### config.mk
export PLATFORM = sky130hd
export DESIGN_NAME = hough_line_accum
export DESIGN_NICKNAME = d
export VERILOG_FILES = /design/src/rtl/hough_line_accum.sv
export SDC_FILE = /design/constraint.sdc
export NUM_CORES = 2
export LEC_CHECK = 0
export CAP_MARGIN = 10
export CELL_PAD_IN_SITES_DETAIL_PLACEMENT = 1
export CELL_PAD_IN_SITES_GLOBAL_PLACEMENT = 2
export CORE_AREA = 5 5 705 707
export DETAILED_ROUTE_END_ITERATION = 12
export DIE_AREA = 0 0 710 712
export GPL_ROUTABILITY_DRIVEN = 0
export PLACE_DENSITY = 0.76
export SYNTH_ARGS = -nofsm -noshare
export SYNTH_HDL_FRONTEND = slang
export SYNTH_SLANG_ARGS = --single-unit
export TNS_END_PERCENT = 5
### constraint.sdc
create_clock -name clk -period 33.8 [get_ports clk]
set_clock_uncertainty 0.15 [all_clocks]
set_input_delay 10.14 -clock clk [delete_from_list [all_inputs] [get_ports clk]]
set_output_delay 10.14 -clock clk [all_outputs]
set_load 0.01 [all_outputs]
### src/rtl/hough_line_accum.sv
`default_nettype none
// ============================================================================
// Module   : hough_line_accum
// Function : Votes edge pixels into an N_THETA x RHO_BINS accumulator, then
//            scans it and reports the strongest line as (rho, theta, votes).
// Revision : 1.0 - initial release
// ============================================================================
module hough_line_accum #(
  parameter int W         = 16,
  parameter int H         = 16,
  parameter int PIX_W     = 8,
  parameter int THRESH    = 0,
  parameter int N_THETA   = 8,
  parameter int RHO_BINS  = 2 * (W + H),
  parameter int VOTE_W    = 8,
  parameter int MIN_VOTES = 4
) (
  input  logic                                clk,
  input  logic                                reset_n,
  input  logic                                start,
  input  logic [PIX_W-1:0]                    s_data,
  input  logic                                s_valid,
  output logic                                s_ready,
  output logic                                busy,
  output logic                                done,
  output logic                                line_found,
  output logic signed [$clog2(RHO_BINS)-1:0]  rho,
  output logic [$clog2(N_THETA)-1:0]          theta,
  output logic [7:0]                          theta_deg,
  output logic [VOTE_W-1:0]                   votes
);

  localparam int c_CELLS   = N_THETA * RHO_BINS;
  localparam int c_AW      = $clog2(c_CELLS);
  localparam int c_RW      = $clog2(RHO_BINS);
  localparam int c_TW      = $clog2(N_THETA);
  localparam int c_XW      = (W > 1) ? $clog2(W) : 1;
  localparam int c_YW      = (H > 1) ? $clog2(H) : 1;
  localparam int c_RHO_OFF = RHO_BINS / 2;
  localparam logic [VOTE_W-1:0] c_VMAX = '1;

  // Q1.8 cos/sin evaluated at elaboration via a Taylor series, rounded half away from zero
  function automatic int trig_q8(input int t, input bit want_sin);
    real pi, ang, x, term, sum, v;
    pi   = 3.14159265358979323846;
    ang  = pi * t / N_THETA;
    x    = want_sin ? (pi / 2.0 - ang) : ang;
    term = 1.0;
    sum  = 1.0;
    for (int n = 1; n < 24; n++) begin
      term = -term * x * x / ((2.0 * n - 1.0) * (2.0 * n));
      sum  = sum + term;
    end
    v = sum * 256.0;
    return (v >= 0.0) ? $rtoi(v + 0.5) : -$rtoi(0.5 - v);
  endfunction

  function automatic logic [c_AW-1:0] cell_addr(input logic [c_TW-1:0] t,
                                                input logic [c_RW-1:0] b);
    return c_AW'(int'(t) * RHO_BINS + int'(b));
  endfunction

  logic signed [9:0] w_cos [N_THETA];
  logic signed [9:0] w_sin [N_THETA];

  for (genvar k = 0; k < N_THETA; k++) begin : g_trig
    localparam int c_C = trig_q8(k, 1'b0);
    localparam int c_S = trig_q8(k, 1'b1);
    assign w_cos[k] = 10'(c_C);
    assign w_sin[k] = 10'(c_S);
  end

  typedef enum logic [2:0] {
    S_IDLE   = 3'd0,
    S_CLEAR  = 3'd1,
    S_ACCUM  = 3'd2,
    S_SEARCH = 3'd3,
    S_DONE   = 3'd4
  } state_t;

  state_t r_state, w_state_nxt;

  logic [VOTE_W-1:0] r_acc [c_CELLS];

  logic [c_XW-1:0]   r_x, r_vote_x;
  logic [c_YW-1:0]   r_y, r_vote_y;
  logic [c_TW-1:0]   r_vote_k, r_scan_t, r_best_t;
  logic [c_RW-1:0]   r_scan_bin, r_best_bin;
  logic [VOTE_W-1:0] r_best_v;
  logic              r_voting, r_vote_last;

  logic              w_accept, w_edge, w_last_pix, w_vote_end, w_scan_end;
  logic signed [31:0] w_sum, w_bin_raw;
  logic [c_RW-1:0]   w_vote_bin;
  logic [c_AW-1:0]   w_addr;
  logic [VOTE_W-1:0] w_cell, w_wr_data;
  logic              w_we;
  logic              w_take;
  logic [VOTE_W-1:0] w_nb_v;
  logic [c_TW-1:0]   w_nb_t;
  logic [c_RW-1:0]   w_nb_bin;

  assign w_accept   = s_valid && s_ready;
  assign w_edge     = s_data > PIX_W'(THRESH);
  assign w_last_pix = (r_x == c_XW'(W - 1)) && (r_y == c_YW'(H - 1));
  assign w_vote_end = r_voting && (r_vote_k == c_TW'(N_THETA - 1));
  assign w_scan_end = (r_scan_t == c_TW'(N_THETA - 1)) && (r_scan_bin == c_RW'(RHO_BINS - 1));

  // rho bin of the vote in flight; arithmetic shift gives floor for negative sums
  always_comb begin
    w_sum = $signed(32'(r_vote_x)) * 32'(w_cos[r_vote_k])
          + $signed(32'(r_vote_y)) * 32'(w_sin[r_vote_k]);
    w_bin_raw = (w_sum >>> 8) + 32'(c_RHO_OFF);
    if (w_bin_raw < 0)
      w_vote_bin = '0;
    else if (w_bin_raw > 32'(RHO_BINS - 1))
      w_vote_bin = c_RW'(RHO_BINS - 1);
    else
      w_vote_bin = c_RW'(w_bin_raw);
  end

  // Single read-modify-write port: scan address in CLEAR/SEARCH, vote address in ACCUM
  always_comb begin
    w_we      = 1'b0;
    w_wr_data = '0;
    w_addr    = cell_addr(r_scan_t, r_scan_bin);
    if (r_state == S_ACCUM)
      w_addr = cell_addr(r_vote_k, w_vote_bin);
    w_cell = r_acc[w_addr];
    if (r_state == S_CLEAR) begin
      w_we = 1'b1;
    end else if (r_state == S_ACCUM && r_voting) begin
      w_we      = 1'b1;
      w_wr_data = (w_cell == c_VMAX) ? w_cell : w_cell + VOTE_W'(1);
    end
  end

  always_ff @(posedge clk) begin
    if (w_we)
      r_acc[w_addr] <= w_wr_data;
  end

  // Cell (0,0) seeds the best; later cells replace it only when strictly larger
  always_comb begin
    w_take   = ((r_scan_t == '0) && (r_scan_bin == '0)) || (w_cell > r_best_v);
    w_nb_v   = w_take ? w_cell     : r_best_v;
    w_nb_t   = w_take ? r_scan_t   : r_best_t;
    w_nb_bin = w_take ? r_scan_bin : r_best_bin;
  end

  always_ff @(posedge clk or negedge reset_n) begin
    if (!reset_n)
      r_state <= S_IDLE;
    else
      r_state <= w_state_nxt;
  end

  always_comb begin
    w_state_nxt = r_state;
    busy        = (r_state != S_IDLE);
    done        = 1'b0;
    unique case (r_state)
      S_IDLE:   if (start) w_state_nxt = S_CLEAR;
      S_CLEAR:  if (w_scan_end) w_state_nxt = S_ACCUM;
      S_ACCUM: begin
        if ((w_accept && !w_edge && w_last_pix) || (w_vote_end && r_vote_last))
          w_state_nxt = S_SEARCH;
      end
      S_SEARCH: if (w_scan_end) w_state_nxt = S_DONE;
      S_DONE: begin
        done        = 1'b1;
        w_state_nxt = S_IDLE;
      end
      default:  w_state_nxt = S_IDLE;
    endcase
  end

  always_ff @(posedge clk or negedge reset_n) begin
    if (!reset_n) begin
      r_x         <= '0;
      r_y         <= '0;
      r_vote_x    <= '0;
      r_vote_y    <= '0;
      r_vote_k    <= '0;
      r_voting    <= 1'b0;
      r_vote_last <= 1'b0;
      r_scan_t    <= '0;
      r_scan_bin  <= '0;
      r_best_v    <= '0;
      r_best_t    <= '0;
      r_best_bin  <= '0;
      s_ready     <= 1'b0;
      line_found  <= 1'b0;
      rho         <= '0;
      theta       <= '0;
      theta_deg   <= '0;
      votes       <= '0;
    end else begin
      case (r_state)
        S_IDLE: begin
          r_x        <= '0;
          r_y        <= '0;
          r_voting   <= 1'b0;
          r_scan_t   <= '0;
          r_scan_bin <= '0;
          s_ready    <= 1'b0;
        end
        S_CLEAR, S_SEARCH: begin
          if (w_scan_end) begin
            r_scan_t   <= '0;
            r_scan_bin <= '0;
          end else if (r_scan_bin == c_RW'(RHO_BINS - 1)) begin
            r_scan_bin <= '0;
            r_scan_t   <= r_scan_t + c_TW'(1);
          end else begin
            r_scan_bin <= r_scan_bin + c_RW'(1);
          end
          if (r_state == S_CLEAR) begin
            s_ready <= w_scan_end;
          end else begin
            r_best_v   <= w_nb_v;
            r_best_t   <= w_nb_t;
            r_best_bin <= w_nb_bin;
            if (w_scan_end) begin
              votes <= w_nb_v;
              if (int'(w_nb_v) >= MIN_VOTES) begin
                line_found <= 1'b1;
                rho        <= c_RW'(int'(w_nb_bin) - c_RHO_OFF);
                theta      <= w_nb_t;
                theta_deg  <= 8'((int'(w_nb_t) * 180) / N_THETA);
              end else begin
                line_found <= 1'b0;
                rho        <= '0;
                theta      <= '0;
                theta_deg  <= '0;
              end
            end
          end
        end
        S_ACCUM: begin
          if (r_voting) begin
            r_vote_k <= r_vote_k + c_TW'(1);
            if (w_vote_end) begin
              r_voting <= 1'b0;
              s_ready  <= !r_vote_last;
            end
          end else if (w_accept) begin
            if (r_x == c_XW'(W - 1)) begin
              r_x <= '0;
              r_y <= r_y + c_YW'(1);
            end else begin
              r_x <= r_x + c_XW'(1);
            end
            if (w_edge) begin
              r_voting    <= 1'b1;
              r_vote_k    <= '0;
              r_vote_x    <= r_x;
              r_vote_y    <= r_y;
              r_vote_last <= w_last_pix;
              s_ready     <= 1'b0;
            end else if (w_last_pix) begin
              s_ready <= 1'b0;
            end
          end
        end
        default: s_ready <= 1'b0;
      endcase
    end
  end

endmodule
`default_nettype wire

## Yosys cells after proc, flatten, opt, wreduce, memory -nomap -nowiden

Memory sizes are Yosys's and may differ from the RTL's.
Index checks and enable logic that the tools add are counted.

- Register bits after elaboration: 77
- Memory bits (writable): 4096
- Bits in read-only memories: 160
- Input bits: 12
- Output and inout port bits: 29
- Memories: 3

- Add/sub/neg operators: 12
- Multipliers: 3
- Order comparisons: 6
- Equal/unequal tests: 22
- Muxes and demuxes: 56
- Bitwise gates (word level): 4
- Reductions and logical operators: 31

Memory list:

| memory | words | bits a word | read ports | clocked after memory_dff | wr ports | line | RTL |
|---|---|---|---|---|---|---|---|
| r_acc | 512 | 8 | 1 | 0 | 1 | 83 | `logic [VOTE_W-1:0] r_acc [c_CELLS];` |
| (no name shown) | 8 | 10 | 1 | 0 | 0 | 112 | `+ $signed(32'(r_vote_y)) * 32'(w_sin[r_vote_k]);` |
| (no name shown) | 8 | 10 | 1 | 0 | 0 | 111 | `w_sum = $signed(32'(r_vote_x)) * 32'(w_cos[r_vote_k])` |

Operators by type and width:

| kind | number |
|---|---|
| $mux 10 | 4 |
| $mux 8 | 5 |
| $mux 6 | 6 |
| $mux 3 | 11 |
| $mul 5x10->15 | 2 |
| $mux 4 | 6 |
| $add 9x6->9 | 2 |
| $add 15x15->16 | 1 |
| $mux 1 | 16 |
| $pmux 4 s2 | 2 |
| $reduce_and 4->1 | 4 |
| $ne 2x2->1 const B | 6 |
| $pmux 3 s4 | 1 |
| $pmux 6 s2 | 1 |
| $add 8x7->9 const B | 1 |
| $eq 3x3->1 const B | 3 |
| $gt 9x7->1 const B | 1 |
| $logic_and 1x1->1 | 9 |
| $lt 9x1->1 const B | 1 |
| $mul 3x6->9 const B | 1 |
| $mux 9 | 1 |
| $ne 3x3->1 const B | 3 |
| $reduce_and 3->1 | 3 |
| $add 4x1->4 const B | 2 |
| other kinds (29) | 42 |

## Depth between registers and ports, before layout

An unclocked memory read counts as a cell.

- Word-level depth: 20
- Mapped depth: 67

## Worst setup path after synthesis

OpenSTA, ideal clock, no wires.

- Path kind: register to register
- Start point: reg r_vote_k[0]
- End point: mem r_acc[0][6] (data pin)
- Library setup time: 4.275 ns
- Arrival time: 30.408 ns
- Required time: 29.375 ns
- Path slack: -1.033 ns
- Cell stages (with the launch flop): 48
- Buffers on the path: 10
- Clock period less this slack: 34.833 ns
- Path through: dfrtp_1 -> clkbuf_1 -> inv_1 -> ha_1 -> nand2b_1 -> o21ai_0 -> nand2_1 -> fa_1 -> inv_1 -> fa_1 -> fa_1 -> fa_1 -> inv_1 -> fa_1 -> inv_1 -> ha_1 -> and2_1 -> nand3_1 -> (+12 left out) -> o21ai_4 -> buf_6 -> buf_4 -> buf_4 -> buf_2 -> nand2_1 -> a31oi_1 -> o22ai_1 -> o31ai_1 -> o221ai_1 -> a211oi_1 -> and4b_1 -> clkbuf_1 -> ha_1 -> and4_1 -> clkbuf_1 -> a21oi_1 -> a211oi_1

- Word-level cells in the longest chain between the ends: 17
- Elaborated cells on any way between the ends: 23
- Classes of those cells: add/sub (4); mul (2); order compare (2); eq/ne (1); mux (10); bitwise (1); memory (3)

RTL lines:

| what | line | RTL |
|---|---|---|
| from (decl) | 87 | `logic [c_TW-1:0] r_vote_k, r_scan_t, r_best_t;` |
| from (signal assigned) | 242 | `r_vote_k <= r_vote_k + c_TW'(1);` |
| $not 3->4 (not written as such) | 111, 112 |  |
| $mem_v2 8x10 (on tied branches) | -- |  |
| $mux 10 (on tied branches) (2 in a row) | 111, 112 |  |
| $mul 5x10->15 (on tied branches) | 111, 112 |  |
| $add 15x15->16 | 112 |  |
| $add 8x7->9 | 113 | `w_bin_raw = (w_sum >>> 8) + 32'(c_RHO_OFF);` |
| $gt 9x7->1 | 116 | `else if (w_bin_raw > 32'(RHO_BINS - 1))` |
| $mux 6 | 116 |  |
| $mux 6 | 114 | `if (w_bin_raw < 0)` |
| $add 9x6->9 * | 60 | `return c_AW'(int'(t) * RHO_BINS + int'(b));` |
| $mux 9 * | 127 | `if (r_state == S_ACCUM)` |
| $mem_v2 512x8 * | -- |  |
| $add 8x1->8 / $eq 8x8->1 (equally long branches) | 134 | `w_wr_data = (w_cell == c_VMAX) ? w_cell : w_cell + VOTE_W'(1);` |
| $mux 8 * | 134 |  |
| $mux 8 * | 132 | `end else if (r_state == S_ACCUM && r_voting) begin` |
| $mux 8 * | 130 | `if (r_state == S_CLEAR) begin` |
| named net w_wr_data[6] | 96 | `logic [VOTE_W-1:0] w_cell, w_wr_data;` |
| to (decl) | 83 |  |

Mark *: on every way through the listed nets, which the timed path passes. The rest lies on a longest branch. The select of a mux whose other input is x is not followed.

## Worst setup path after layout

- Start point: reg r_vote_k[0]
- End point: mem r_acc[451][7] (data pin)

The elaborated chain is that of the path after synthesis.

==> flow_summary.yaml <==
min_path:
  hold_start: "votes[5]$_DFFE_PN0P_"
  worstHoldPathCells: 2
  hp-class: "reg2reg"
  worstHoldEndpoint: "votes[5]$_DFFE_PN0P_"
synthesis:
  synthAdderAreaFrac: 0.0120
  synth_xor_xnor_area_share: 0.000763
  ys_types: 109
  yosys.area_share.simple: 0.117
  synth_fp_nets: 12646
  synthMuxAreaShare: 0.0330
  synth_top_family_by_area: "simple AND/OR/NAND/NOR gates"
  synth_area_um2: 171000
  synthCells: 12504
  ys_seq_area_frac: 0.732
  synthArstFlopShare: 0.0182
  synth_compound_area_frac: 0.0793
  synth_edf_count: 4096
  dominantRegCellSynth: "edfxtp_1"
  yosys_warnings: 0
  syn_avg_cell_area_um2: 13.6
  ys_ff_latch: 4172
power:
  pwr-share-clk: 0.309
  sequentialPowerShare: 0.365
  p_sw_frac: 0.391
  powerDensity_nw_per_um2: 80.1
  pwr-share-comb: 0.326
  vdd_drop_max_mv: 0.0632
  p_switching_mw: 6.06
  internal_power_mw: 9.44
  power.leakage_nw: 62.7
setup_path:
  reg2reg_to: "r_acc[451][7]$_DFFE_PP_"
  r2r_slack_ns: 13.39
  cpMostUsedCell: "buf_4"
  cpLargestDelayFamily: "buffers and inverters"
  cp-end-kind: "flop"
  required_ns: 34.40
  crit_fanout: 189
  r2r-start: "r_vote_k[0]$_DFFE_PN0P_"
  path_class: "reg2reg"
  slowest_delay_ns: 1.16
  cpMaxStageDelayCell: "nor4b_1"
  critPathLaunchType: "flop"
  crit_buf_inv: 11
  reg2reg_depth: 44
  worst-endpoint-arrival_ns: 21.01
cts:
  clk_latency_ns: 1.08
  cts_inserted_buffers: 427
  cts_root_buf: "clkbuf_16"
  cts_setup_buffers: 0
  cts_hold_buf: 0
  clock_sinks: 4172
  cts_tree: "done"
  h-tree-depth: 5
  cts.path.max_buffers: 4
  clk_pin_slew_ns: 0.06
  post_cts_resized: 0
floorplan:
  die_area_um2: 506000
  ios: 41
  core_area_um2: 489000
  rows: 257
  start_util: 0.349
  die_h_um: 712
  die_x_um: 710
routing:
  drtAntennaViolNets: 0
  drt_pass1_iterations: 8
  drt_wl_total_um: 714000
  routed_via_density: 6.18
  wire_per_inst_um: 36.7
  post-route-drc-count: 0
  vias: 120131
  drtIter0Drc: 18937
sta:
  min_period_over_period: 0.604
  rsz0062_at_grt: "no"
  relSlewSlack: 0.0215
  finalSetupViolations: 0
  hold_viol_final: 0
  fin_tns_setup_ns: 0
  worst_pin_slew_ns: 1.46
  timing.fmax_mhz: 49.0
  min_period_ns: 20.41
  drv_slew: 0
grt:
  grt_start_max_net_pins: 223
  grt_util_all_layers: 0.272
  antenna_found_initial: 79
  grt_pass1_wl_um: 970000
  grt_pass1_vias: 115299
  grt_overflow: 0
finish:
  fillers: 50110
  ff_latch_area_um2: 125000
  syn_to_final_growth_pct: 13.3
  design.final.nets: 12655
  post-route-util: 0.395
  multiInputGateArea_um2: 42100
  drive_gt1_frac: 0.0979
outcome:
  status: "finished clean"
run:
  maxCapViolCount: 0
placement:
  dp_hpwl_um: 430000
  io_buffers: 40
==> cell usage in the layout (no fill, tap or decap), types with 24 or more instances in the layout <==
cell	instances
buf_12	35
o211ai_1	45
nand2_1	2595
ha_1	74
diode_2	90
dfrtp_1	76
nor2_1	717
a32oi_1	63
fa_1	56
clkbuf_16	435
o31ai_1	24
o22ai_1	128
edfxtp_1	4096
mux2_2	113
a311oi_1	38
clkbuf_1	95
a2111oi_0	26
nand4_1	123
o21ai_0	293
nand3_1	814
a211oi_1	137
a22oi_1	82
mux2i_1	430
o31a_1	72
a221oi_1	80
nor4_1	50
nor3_1	70
bufinv_16	45
and3_1	118
clkinv_1	105
inv_1	113
o221ai_1	45
clkinv_2	71
buf_4	356
a21oi_1	364
clkdlybuf4s50_1	39
a31oi_1	317
==> synth_stat cells, types with 129 or more instances <==
cell | n | area share
nor2_1 | 744 | 0.016
a211oi_1 | 142 | 0.0062
nand3_1 | 824 | 0.024
buf_2 | 382 | 0.011
a31oi_1 | 320 | 0.012
a21oi_1 | 369 | 0.011
nand2_1 | 2618 | 0.058
o22ai_1 | 129 | 0.0047
o21ai_0 | 296 | 0.0087
clkbuf_1 | 308 | 0.0068
mux2i_1 | 431 | 0.025
edfxtp_1 | 4096 | 0.72
==> registers in the layout, summed over array words and instances, names as in the netlist, 4 cells and up <==
register    count
r_acc        4096
r_scan_bin      6
r_x             4
r_best_bin      6
r_vote_y        4
r_vote_x        4
r_best_v        8
votes           8
rho             6
theta_deg       7
r_y             4
==> per-stage QoR <==
step | std cells | worst slack (ns) | area (um^2) | hold slack, ns | total power, mW
floorplan | 12504 | -0.721 | 171000 | 0.299 | 8.10
global placement | 18554 | 14.52 | 179000 | 0.310 | 10.5
detailed placement | 18556 | 14.30 | 179000 | 0.320 | 10.6
CTS | 19344 | 14.18 | 193000 | 0.335 | 15.3
global route | 19374 | 12.92 | 193000 | 0.379 | 15.7
finish | 19437 | 13.39 | 193000 | 0.331 | 15.5
==> cell type report <==
type / instances / share of cell area
Sequential cell: 4172 / 0.646
Tap cell: 6475 / 0.0419
Multi-Input combinational cell: 7363 / 0.218
Clock inverter: 255 / 0.0131
Timing Repair Buffer: 434 / 0.0197
Clock buffer: 533 / 0.0583
Antenna cell: 90 / 0.00116
Inverter: 115 / 0.00223
==> metal layers <==
layer  global-route usage  wire length, um  up-vias
met4                0.173            51500       30
li1                     -                -    47212
met5              0.00238              218        -
met1                0.356           263000    62157
met3               0.0776            90100     1977
met2                0.398           309000     8755
==> logic make-up after synthesis <==
| logic type | count (synthesis) |
|---|---|
| simple gates | 4684 |
| mux | 546 |
| flops | 4172 |
| fa+ha+maj | 130 |
| compound gates | 1989 |
| xor+xnor | 14 |
| buf+inv | 969 |
==> tightest hold or removal path, cell delays in order, from the launching register on <==
cell and delay (ns):
dfrtp_1 0.34, nand2_1 0.05, nand2_1 0.06
==> worst max path at each step <==
stage,startpoint,end,slack (ns),cells past startpoint
after global routing,r_vote_k[0]$_DFFE_PN0P_,r_acc[456][7]$_DFFE_PP_,12.92,44
after floorplan,r_vote_k[0]$_DFFE_PN0P_,r_acc[0][5]$_DFFE_PP_,-0.72,40
after detailed placement,r_vote_k[0]$_DFFE_PN0P_,r_acc[450][7]$_DFFE_PP_,14.30,44
after global placement,r_vote_k[0]$_DFFE_PN0P_,theta_deg[6]$_DFFE_PN0P_,14.52,60
final,r_vote_k[0]$_DFFE_PN0P_,r_acc[451][7]$_DFFE_PP_,13.39,44
after CTS,r_vote_k[0]$_DFFE_PN0P_,r_acc[448][7]$_DFFE_PP_,14.18,44
==> power groups by stage <==
stage          combinational, mW  clock [mW]  sequential, mW
6_report                    5.05        4.80            5.65
5_1_grt                     5.03        5.04            5.65
3_5_place_dp                4.80           0            5.76
3_3_place_gp                4.75           0            5.76
2_1_floorplan               2.35           0            5.75
4_1_cts                     4.82        4.80            5.65
(Power assumes the default switching activity.)
